## src/rtl/dmem_read_scheduler.sv

```systemverilog
// dmem_read_scheduler
//
// Shares one 64-bit-row data memory among four cores. While idle it
// round-robins a leader among the eligible requests. Every other eligible
// request to the same row joins the batch. It then issues a single row read
// and returns each member's 16-bit word with a one-cycle valid pulse.
//
// Parameters
//   MEM_LATENCY   cycles from the MEMREAD cycle to valid `data` (1..15)
//
// Ports
//   clk                 system clock, rising edge
//   rst_n               asynchronous active-low reset
//   MR1..MR4            level load request per core, held until DVALIDi
//   MADDR1..MADDR4      16-bit word address per core
//   data                64-bit row returned by the data memory
//   MEMREAD             one-cycle memory read strobe
//   MEMADDR             row address {2'b0, MADDR[15:2]}
//   DOUT1..DOUT4        registered word per core
//   DVALID1..DVALID4    one-cycle pulse, DOUTi valid
//   STALL1..STALL4      combinational MRi & ~DVALIDi

module dmem_read_scheduler #(
  parameter int MEM_LATENCY = 1
) (
  input  logic        clk,
  input  logic        rst_n,
  input  logic        MR1,
  input  logic        MR2,
  input  logic        MR3,
  input  logic        MR4,
  input  logic [15:0] MADDR1,
  input  logic [15:0] MADDR2,
  input  logic [15:0] MADDR3,
  input  logic [15:0] MADDR4,
  input  logic [63:0] data,
  output logic        MEMREAD,
  output logic [15:0] MEMADDR,
  output logic [15:0] DOUT1,
  output logic [15:0] DOUT2,
  output logic [15:0] DOUT3,
  output logic [15:0] DOUT4,
  output logic        DVALID1,
  output logic        DVALID2,
  output logic        DVALID3,
  output logic        DVALID4,
  output logic        STALL1,
  output logic        STALL2,
  output logic        STALL3,
  output logic        STALL4
);

  // state      | meaning
  // -----------+--------------------------------------------------------
  // ST_IDLE    | pick leader, form batch from eligible requests
  // ST_ISSUE   | MEMREAD high for this single cycle
  // ST_WAIT    | count 1..MEM_LATENCY, sample data in the last cycle
  // ST_DELIVER | DVALID pulses for surviving batch members

  typedef enum logic [1:0] {
    ST_IDLE    = 2'd0,
    ST_ISSUE   = 2'd1,
    ST_WAIT    = 2'd2,
    ST_DELIVER = 2'd3
  } state_t;

  localparam logic [3:0] CNT_TC = 4'(MEM_LATENCY);

  state_t      state_q, state_d;
  logic [1:0]  ptr_q, ptr_d;
  logic [3:0]  grp_q, grp_d;
  logic [13:0] row_q, row_d;
  logic [1:0]  sel_q [4];
  logic [1:0]  sel_d [4];
  logic [3:0]  cnt_q, cnt_d;
  logic        memread_q, memread_d;
  logic [3:0]  dvalid_q, dvalid_d;
  logic [3:0]  done_q, done_d;
  logic [15:0] dout_q [4];
  logic [15:0] dout_d [4];

  logic [3:0]  mr;
  logic [13:0] row_in [4];
  logic [1:0]  sel_in [4];
  logic [3:0]  elig;
  logic        lead_found;
  logic [1:0]  lead_idx;
  logic [1:0]  cand;
  logic [13:0] lead_row;
  logic [3:0]  batch;

  assign mr = {MR4, MR3, MR2, MR1};

  assign row_in[0] = MADDR1[15:2];
  assign row_in[1] = MADDR2[15:2];
  assign row_in[2] = MADDR3[15:2];
  assign row_in[3] = MADDR4[15:2];

  assign sel_in[0] = MADDR1[1:0];
  assign sel_in[1] = MADDR2[1:0];
  assign sel_in[2] = MADDR3[1:0];
  assign sel_in[3] = MADDR4[1:0];

  // A core delivered last cycle may still show its old request while it
  // reacts to DVALID, so it sits out one IDLE evaluation.
  assign elig = mr & ~done_q;

  function automatic logic [15:0] pick_word(input logic [63:0] row,
                                            input logic [1:0]  sel);
    logic [15:0] w;
    case (sel)
      2'd0:    w = row[63:48];
      2'd1:    w = row[47:32];
      2'd2:    w = row[31:16];
      default: w = row[15:0];
    endcase
    return w;
  endfunction

  // Round-robin leader: first eligible core scanning ptr, ptr+1, ... mod 4.
  always_comb begin
    lead_found = 1'b0;
    lead_idx   = 2'd0;
    cand       = 2'd0;
    for (int k = 0; k < 4; k++) begin
      cand = ptr_q + 2'(k);
      if (!lead_found && elig[cand]) begin
        lead_found = 1'b1;
        lead_idx   = cand;
      end
    end
  end

  assign lead_row = row_in[lead_idx];

  // The leader always matches its own row, so it is part of the batch.
  always_comb begin
    batch = 4'b0000;
    for (int i = 0; i < 4; i++) begin
      batch[i] = elig[i] && (row_in[i] == lead_row);
    end
  end

  always_ff @(posedge clk or negedge rst_n) begin
    if (!rst_n) begin
      state_q <= ST_IDLE;
    end else begin
      state_q <= state_d;
    end
  end

  always_comb begin
    state_d   = state_q;
    ptr_d     = ptr_q;
    grp_d     = grp_q;
    row_d     = row_q;
    cnt_d     = cnt_q;
    memread_d = 1'b0;
    dvalid_d  = 4'b0000;
    done_d    = dvalid_q;
    for (int i = 0; i < 4; i++) begin
      sel_d[i]  = sel_q[i];
      dout_d[i] = dout_q[i];
    end

    case (state_q)
      ST_IDLE: begin
        if (lead_found) begin
          state_d   = ST_ISSUE;
          grp_d     = batch;
          row_d     = lead_row;
          ptr_d     = lead_idx + 2'd1;
          memread_d = 1'b1;
          for (int i = 0; i < 4; i++) begin
            if (batch[i]) begin
              sel_d[i] = sel_in[i];
            end
          end
        end
      end

      ST_ISSUE: begin
        state_d = ST_WAIT;
        cnt_d   = 4'd1;
      end

      ST_WAIT: begin
        if (cnt_q == CNT_TC) begin
          state_d = ST_DELIVER;
          cnt_d   = 4'd0;
          // Members that dropped MR while the read was in flight get nothing.
          for (int i = 0; i < 4; i++) begin
            if (grp_q[i] && mr[i]) begin
              dvalid_d[i] = 1'b1;
              dout_d[i]   = pick_word(data, sel_q[i]);
            end
          end
        end else begin
          cnt_d = cnt_q + 4'd1;
        end
      end

      ST_DELIVER: begin
        state_d = ST_IDLE;
        grp_d   = 4'b0000;
      end

      default: begin
        state_d = ST_IDLE;
      end
    endcase
  end

  always_ff @(posedge clk or negedge rst_n) begin
    if (!rst_n) begin
      ptr_q     <= 2'd0;
      grp_q     <= 4'b0000;
      row_q     <= 14'd0;
      cnt_q     <= 4'd0;
      memread_q <= 1'b0;
      dvalid_q  <= 4'b0000;
      done_q    <= 4'b0000;
      for (int i = 0; i < 4; i++) begin
        sel_q[i]  <= 2'd0;
        dout_q[i] <= 16'd0;
      end
    end else begin
      ptr_q     <= ptr_d;
      grp_q     <= grp_d;
      row_q     <= row_d;
      cnt_q     <= cnt_d;
      memread_q <= memread_d;
      dvalid_q  <= dvalid_d;
      done_q    <= done_d;
      for (int i = 0; i < 4; i++) begin
        sel_q[i]  <= sel_d[i];
        dout_q[i] <= dout_d[i];
      end
    end
  end

  assign MEMREAD = memread_q;
  assign MEMADDR = {2'b00, row_q};

  assign DOUT1 = dout_q[0];
  assign DOUT2 = dout_q[1];
  assign DOUT3 = dout_q[2];
  assign DOUT4 = dout_q[3];

  assign DVALID1 = dvalid_q[0];
  assign DVALID2 = dvalid_q[1];
  assign DVALID3 = dvalid_q[2];
  assign DVALID4 = dvalid_q[3];

  assign STALL1 = MR1 & ~dvalid_q[0];
  assign STALL2 = MR2 & ~dvalid_q[1];
  assign STALL3 = MR3 & ~dvalid_q[2];
  assign STALL4 = MR4 & ~dvalid_q[3];

endmodule
```

## config.mk

```make
export PLATFORM = sky130hd
export DESIGN_NAME = dmem_read_scheduler
export DESIGN_NICKNAME = d
export VERILOG_FILES = /design/src/rtl/dmem_read_scheduler.sv
export SDC_FILE = /design/constraint.sdc
export NUM_CORES = 1
export LEC_CHECK = 0
export CORE_MARGIN = 4
export CORE_UTILIZATION = 30
export CTS_CLUSTER_DIAMETER = 50
export CTS_CLUSTER_SIZE = 14
export DETAILED_ROUTE_END_ITERATION = 10
export DONT_BUFFER_PORTS = 1
export SLEW_MARGIN = 20
export SYNTH_ARGS = -nofsm -noshare
export SYNTH_HDL_FRONTEND = slang
export SYNTH_SLANG_ARGS = --single-unit
```

## constraint.sdc

```tcl
create_clock -name clk -period 5.82 [get_ports clk]
set_clock_uncertainty 0.05 [all_clocks]
set_input_delay 0.873 -clock clk [delete_from_list [all_inputs] [get_ports clk]]
set_output_delay 0.873 -clock clk [all_outputs]
set_load 0.005 [all_outputs]
```

==> results.toml, run 1 <==
[status]
outcome = "finished, final reports clean"

[global_routing]
antenna_found_initial = 2
grt_usage = 0.183
first_global_vias = 6729
grt_overflow = 0
grt_pass1_wl_um = 43200
grt_max_degree = 108

[critical_path]
crit_start = "MR4"
max_stage_delay_ns = 0.50
cp_cell_sequence = "and2b_4, nor2_2, a21o_2, buf_4, mux2i_1, o221ai_1, nor4_1, nand4_1, mux2_2"
r2r_start = "ptr_q[1]"
crit_required_ns = 6.01
slowest_stage = "a21o_2"
reg2reg_slack_ns = 2.08
end_kind = "flip-flop"
worstPathMaxFanout = 29
startpoint_type = "input pin"
regToRegEndpoint = "sel_q[5]"
criticalPathCategory = "input pin to flip-flop"
crit_path_end = "sel_q[5]"
ff2ff_path_depth = 8
arrival_ns = 4.01

[timing]
fmax_ghz = 0.262
tightest_slew_ns = 1.16
whs_ns = 0.158
slew_headroom = 0.226
fin_crit_ns = 3.82
rsz0062_at_grt = "false"
hold_violations = 0
fin_crit_sh = 0.656
final.setup.tns_ns = 0
slew_viol_final = 0
setup_viol = 0
fin_ws_ns = 2.00

[pwr]
power.density_mw_per_mm2 = 370
p_comb_frac = 0.460
power_frac_seq = 0.353
p_int_mw = 1.94
leakage_nw = 3.62
switching_power_mw = 1.35
p_clk_frac = 0.187
p_sw_frac = 0.410
vdd_drop_max_v = 0.000211

[finish]
area.sequential_mm2 = 0.00268
layout_commonest_cell = "dfrtp_1"
nNetsFinal = 870
nFillCells = 2793
drive_gt1_frac = 0.260
utilization = 0.327
area_delta_synth_final_pct = 6.50
layout_common_cells = "107 x dfrtp_1, 74 x mux2_2, 65 x mux4_2"
multi_input_area_mm2 = 0.00526

[route]
drt_first_pass_iters = 7
routed_wl_um = 29100
ant_nets = 0
drc = 0
via_count = 6630
wl_per_cell_um = 26.3
vias_per_cell = 5.98
drtIter0Drc = 664

[floorplan]
pin_count = 223
fp.dieW_um = 175
fp.dieH_um = 175
die_area_mm2 = 0.0306
coreArea_mm2 = 0.0272
initial_utilization = 0.307
rows = 60

[clocking]
cts_made_buffers = 9
cts.repair.resized = 0
cts_root_buffer = "clkbuf_16"
clock-sinks = 107
clock_latency_ns = 0.35
hold_buffers = 0
clkTransAtPathRegs_ns = 0.08
cts_max_level = 3
postCtsSetupBuffers = 0
cts_buffer_depth = 2
cts_tree = "built"

[place]
io_buffers = 0
pre_cts_ws_ns = 1.75
place_hpwl_um = 21700
gp_congestion = 0.942

[run]
max_cap_viol_count = 0

[synth]
synth.avg_cell_area_um2 = 10.7
synth_cell_types = 80
async_flop_share = 1.00
ys_warn_count = 0
synth_cells = 779
yosysSeqAreaShare = 0.321
synth_area_mm2 = 0.00835
synth_seq_cells = 107
synth-edff-count = 0
synth_ff_type = "dfrtp_1"

[min_path]
hold_path.class = "input pin to asynchronous set/reset pin"
==> state kept, by name, indices dropped and copies added, names as in the netlist, 8 cells and up <==
| name | cells |
|---|---|
| DOUT4 | 16 |
| DOUT3 | 16 |
| DOUT1 | 16 |
| sel_q | 8 |
| DOUT2 | 16 |
| row_q | 14 |
==> power groups by stage <==
stage / clock (mW) / sequential [mW] / combinational [mW]
finish: 0.614 / 1.16 / 1.51
floorplan: 0 / 1.06 / 1.26
detailed placement: 0 / 1.18 / 1.49
global placement: 0 / 1.18 / 1.48
CTS: 0.637 / 1.17 / 1.50
global route: 0.662 / 1.19 / 1.63
==> Yosys cell counts (3+ instances only) <==
| cell | number | area [µm²] |
|---|---|---|
| mux2_2 | 74 | 833 |
| dfrtp_1 | 107 | 2680 |
| mux4_2 | 65 | 1460 |
| o21a_1 | 3 | 22.5 |
| nor2b_1 | 12 | 75.1 |
| a31oi_1 | 4 | 25.0 |
| a21o_1 | 4 | 30.0 |
| and3_1 | 10 | 62.6 |
| a211oi_1 | 17 | 128 |
| xnor2_1 | 31 | 272 |
| a2111oi_0 | 3 | 26.3 |
| nor2_1 | 23 | 86.3 |
| mux2i_1 | 26 | 260 |
| a31o_2 | 3 | 26.3 |
| o311ai_0 | 4 | 35.0 |
| or2_2 | 3 | 18.8 |
| o211ai_1 | 9 | 67.6 |
| o2111ai_1 | 3 | 26.3 |
| buf_4 | 7 | 52.6 |
| nand4_1 | 6 | 37.5 |
| nor3_1 | 17 | 85.1 |
| nand3_1 | 20 | 100 |
| buf_2 | 10 | 50.1 |
| nand3b_1 | 3 | 22.5 |
| nor4_1 | 9 | 56.3 |
| ha_1 | 5 | 62.6 |
| buf_1 | 12 | 45.0 |
| nand2_1 | 44 | 165 |
| a2bb2oi_1 | 3 | 26.3 |
| a222oi_1 | 3 | 30.0 |
| clkbuf_1 | 41 | 154 |
| inv_1 | 29 | 109 |
| o31ai_1 | 4 | 30.0 |
| o22ai_1 | 9 | 56.3 |
| o41ai_1 | 3 | 26.3 |
| o21ai_0 | 38 | 190 |
| nand2b_1 | 10 | 62.6 |
| xor2_1 | 30 | 263 |
| a21oi_1 | 27 | 135 |
==> worst min-delay path by stage <==
stage               cells after the start   endpoint  slack (ns)       from
floorplan                               0  done_q[0]        0.35  done_d[0]
global placement                        0  done_q[2]        0.41  done_d[2]
detailed placement                      0  done_q[0]        0.40  done_d[0]
CTS                                     0   row_q[4]        0.14      rst_n
global route                            0   row_q[4]        0.14      rst_n
finish                                  0   row_q[4]        0.16      rst_n
==> layer usage <==
layer	part of all wire	wire, µm	GRT usage	vias up
li1	-	-	-	2843
met1	0.40	11600	0.233	3342
met2	0.48	13900	0.302	402
met3	0.10	3020	0.0576	41
met4	0.021	622	0.0534	2
met5	0.00045	13	0	-
==> worst max-delay path, delay by kind of cell <==
family,cells,cell delay (ns)
simple gates,4,1.30
buf+inv,1,0.46
compound gates,2,0.67
mux,2,0.69
==> final cells by class <==
cell class	instances	share of cell area
Timing Repair Buffer	11	0.0101
Tap cell	372	0.0523
Clock inverter	6	0.00633
Inverter	31	0.0131
Clock buffer	10	0.0257
Multi-Input combinational cell	571	0.591
Antenna cell	1	0.000281
Sequential cell	107	0.301
==> cells by family (layout without fill, tap and decap cells) <==
group	Yosys count	count (layout)	share of synthesized area
buffers and inverters	102	58	0.0514
AOI/OAI and AO/OA	164	164	0.138
adders and majority gates	5	5	0.00749
muxes	165	165	0.306
xor gates and xnor gates	61	61	0.0640
DFF	107	107	0.321
other	1	3	0.000449
and+or+nand+nor	174	174	0.112
==> metrics by stage <==
stage	area [µm²]	instances	power, mW
2_1_floorplan	8360	780	2.31
3_3_place_gp	8590	1091	2.66
5_1_grt	8900	1109	3.49
6_report	8900	1109	3.29
4_1_cts	8880	1107	3.30
3_5_place_dp	8590	1091	2.67
(Power assumes the default switching activity.)
==> run 2: changes to the inputs <==
==> constraint.sdc (replaced) <==
create_clock -name clk -period 3.6 [get_ports clk]
set_clock_uncertainty 0.05 [all_clocks]
set_input_delay 0.54 -clock clk [delete_from_list [all_inputs] [get_ports clk]]
set_output_delay 0.54 -clock clk [all_outputs]
set_load 0.005 [all_outputs]
==> run 2 against run 1 <==
Combinational power is 72% higher. Non-clock buffer count is 14 higher. Clock power is 79% higher. Routed wire length is 1.0% lower. Global-route usage is 0.11 points higher. Sequential power is 59% higher. Setup slack worse by 1.9 ns. Cell count is 1.3% higher. Cell area is 2.0% higher. Critical path type is now flip-flop to flip-flop.
==> results.toml, run 2 (same netlist as run 1, synthesis figures left out) <==
[route]
dr_wl_met2_um = 13200
wl_met3_um = 3030
drt_first_pass_iters = 7
wl_per_cell_um = 25.7
routed.top_layer = "met5"
drc = 0
ant_nets = 0
vias_per_cell = 5.94
drt-met1-wl_um = 11700
routed_wl_um = 28800
via_count = 6668
drtIter0Drc = 707

[global_routing]
grt_overflow = 0
grt_max_degree = 108
first_global_vias = 6754
antenna_found_initial = 4
grt_pass1_wl_um = 43400
grt_usage = 0.184

[floorplan]
rows = 60
die_area_mm2 = 0.0306
coreArea_mm2 = 0.0272
pin_count = 223
initial_utilization = 0.307
fp.dieH_um = 175
fp.dieW_um = 175

[pwr]
power.density_mw_per_mm2 = 610
leakage_nw = 3.72
vdd_drop_max_v = 0.000277

[clocking]
cts_tree = "built"
clock-sinks = 107
cts_made_buffers = 9
cts.repair.resized = 0
cts_buffer_depth = 2
clock_latency_ns = 0.35
cts_max_level = 3
clkTransAtPathRegs_ns = 0.08
cts_root_buffer = "clkbuf_16"

[critical_path]
regToRegEndpoint = "sel_q[5]"
crit_required_ns = 3.79
slowest_stage = "o311ai_0"
reg2reg_slack_ns = 0.08
ff2ff_path_depth = 8
max_stage_delay_ns = 0.74
r2r_start = "ptr_q[1]"
startpoint_type = "flip-flop"
end_kind = "flip-flop"
arrival_ns = 3.71
cp_cell_sequence = "and3b_1, o22a_1, nor2_4, buf_4, o311ai_0, nor4_1, nand4_1, mux2_2"
criticalPathCategory = "flip-flop to flip-flop"
worstPathMaxFanout = 16

[finish]
layout_commonest_cell = "dfrtp_1"
nFillCells = 2770
drive_gt1_frac = 0.275
area_delta_synth_final_pct = 8.63
layout_common_cells = "107 x dfrtp_1, 74 x mux2_2, 65 x mux4_2"
final_cell_area_mm2 = 0.00907
nNetsFinal = 884

[timing]
fin_crit_ns = 3.52
fin_crit_sh = 0.978
rsz0062_at_grt = "false"
fmax_ghz = 0.284
setup_viol = 0
final.setup.tns_ns = 0
hold_violations = 0
slew_headroom = 0.405
tightest_slew_ns = 0.893
slew_viol_final = 0

[place]
gp_congestion = 0.920
io_buffers = 0
place_hpwl_um = 21800
placed_cell_area_mm2 = 0.00871

[run]
max_cap_viol_count = 0

[status]
outcome = "finished, final reports clean"

[min_path]
hold_path.class = "input pin to asynchronous set/reset pin"
[run 2: cell count changes in the layout (fill, tap and decap cells not counted), sizes merged]
cell,before,now
buf,11,25
clkinv,3,5
bufinv,0,1
clkbuf,10,9
clkinvlp,1,0
inv,33,32
[run 2: final cells by class]
class / count / area, µm² / share of cell area
repair buffers: 25 / 220 / 0.0243
multi-input cells: 571 / 5260 / 0.580
diodes: 1 / 2.50 / 0.000276
flip-flops and latches: 107 / 2680 / 0.295
clock buffers: 9 / 225 / 0.0248
inverters: 31 / 116 / 0.0128
well taps: 372 / 465 / 0.0513
clock inverters: 7 / 108 / 0.0119
[run 2: layer usage]
metal / vias up / track usage
li1: 2882 / -
met1: 3342 / 0.239
met2: 385 / 0.297
met3: 57 / 0.0545
met4: 2 / 0.0615
met5: - / 0
[run 2: worst max-delay path: cells and delay by family, from the launching register on]
| kind | cells | cell delay (ns) |
|---|---|---|
| compound gates | 2 | 1.31 |
| mux | 1 | 0.35 |
| flops | 1 | 0.58 |
| simple gates | 4 | 0.86 |
| buf+inv | 1 | 0.25 |
[run 2: worst max path at each step]
stage | startpoint | slack [ns] | cells past startpoint | end
floorplan | MR4 | 0.91 | 8 | grp_q[0]
CTS | ptr_q[1] | 0.21 | 9 | sel_q[2]
finish | ptr_q[1] | 0.08 | 8 | sel_q[5]
detailed placement | MR3 | 0.21 | 9 | sel_q[5]
global route | ptr_q[1] | 0.05 | 9 | sel_q[3]
global placement | MR3 | 0.23 | 9 | sel_q[4]
[run 2: repair_timing]
action,4_1_cts,5_1_grt
endpoints found under the hold margin,107,0
setup buffers,0,0
hold buffers,1,0
[run 2: per-stage QoR]
step	setup WS (ns)	cells	hold WS (ns)	power [mW]	utilization
floorplan	0.906	780	0.194	3.74	-
CTS	0.206	1122	0.0854	5.56	0.334
global placement	0.228	1105	0.198	4.38	0.321
finish	0.0797	1123	0.0647	5.53	0.334
global route	0.0526	1123	0.101	5.88	0.334
detailed placement	0.210	1105	0.196	4.40	0.321
[run 2: where the power goes]
group	internal, mW	leakage, nW	switching (mW)	total [mW]
Combinational	1.19	2.14	1.40	2.59
Clock	0.568	0.160	0.535	1.10
Sequential	1.52	1.42	0.317	1.84
Total	3.29	3.72	2.25	5.53
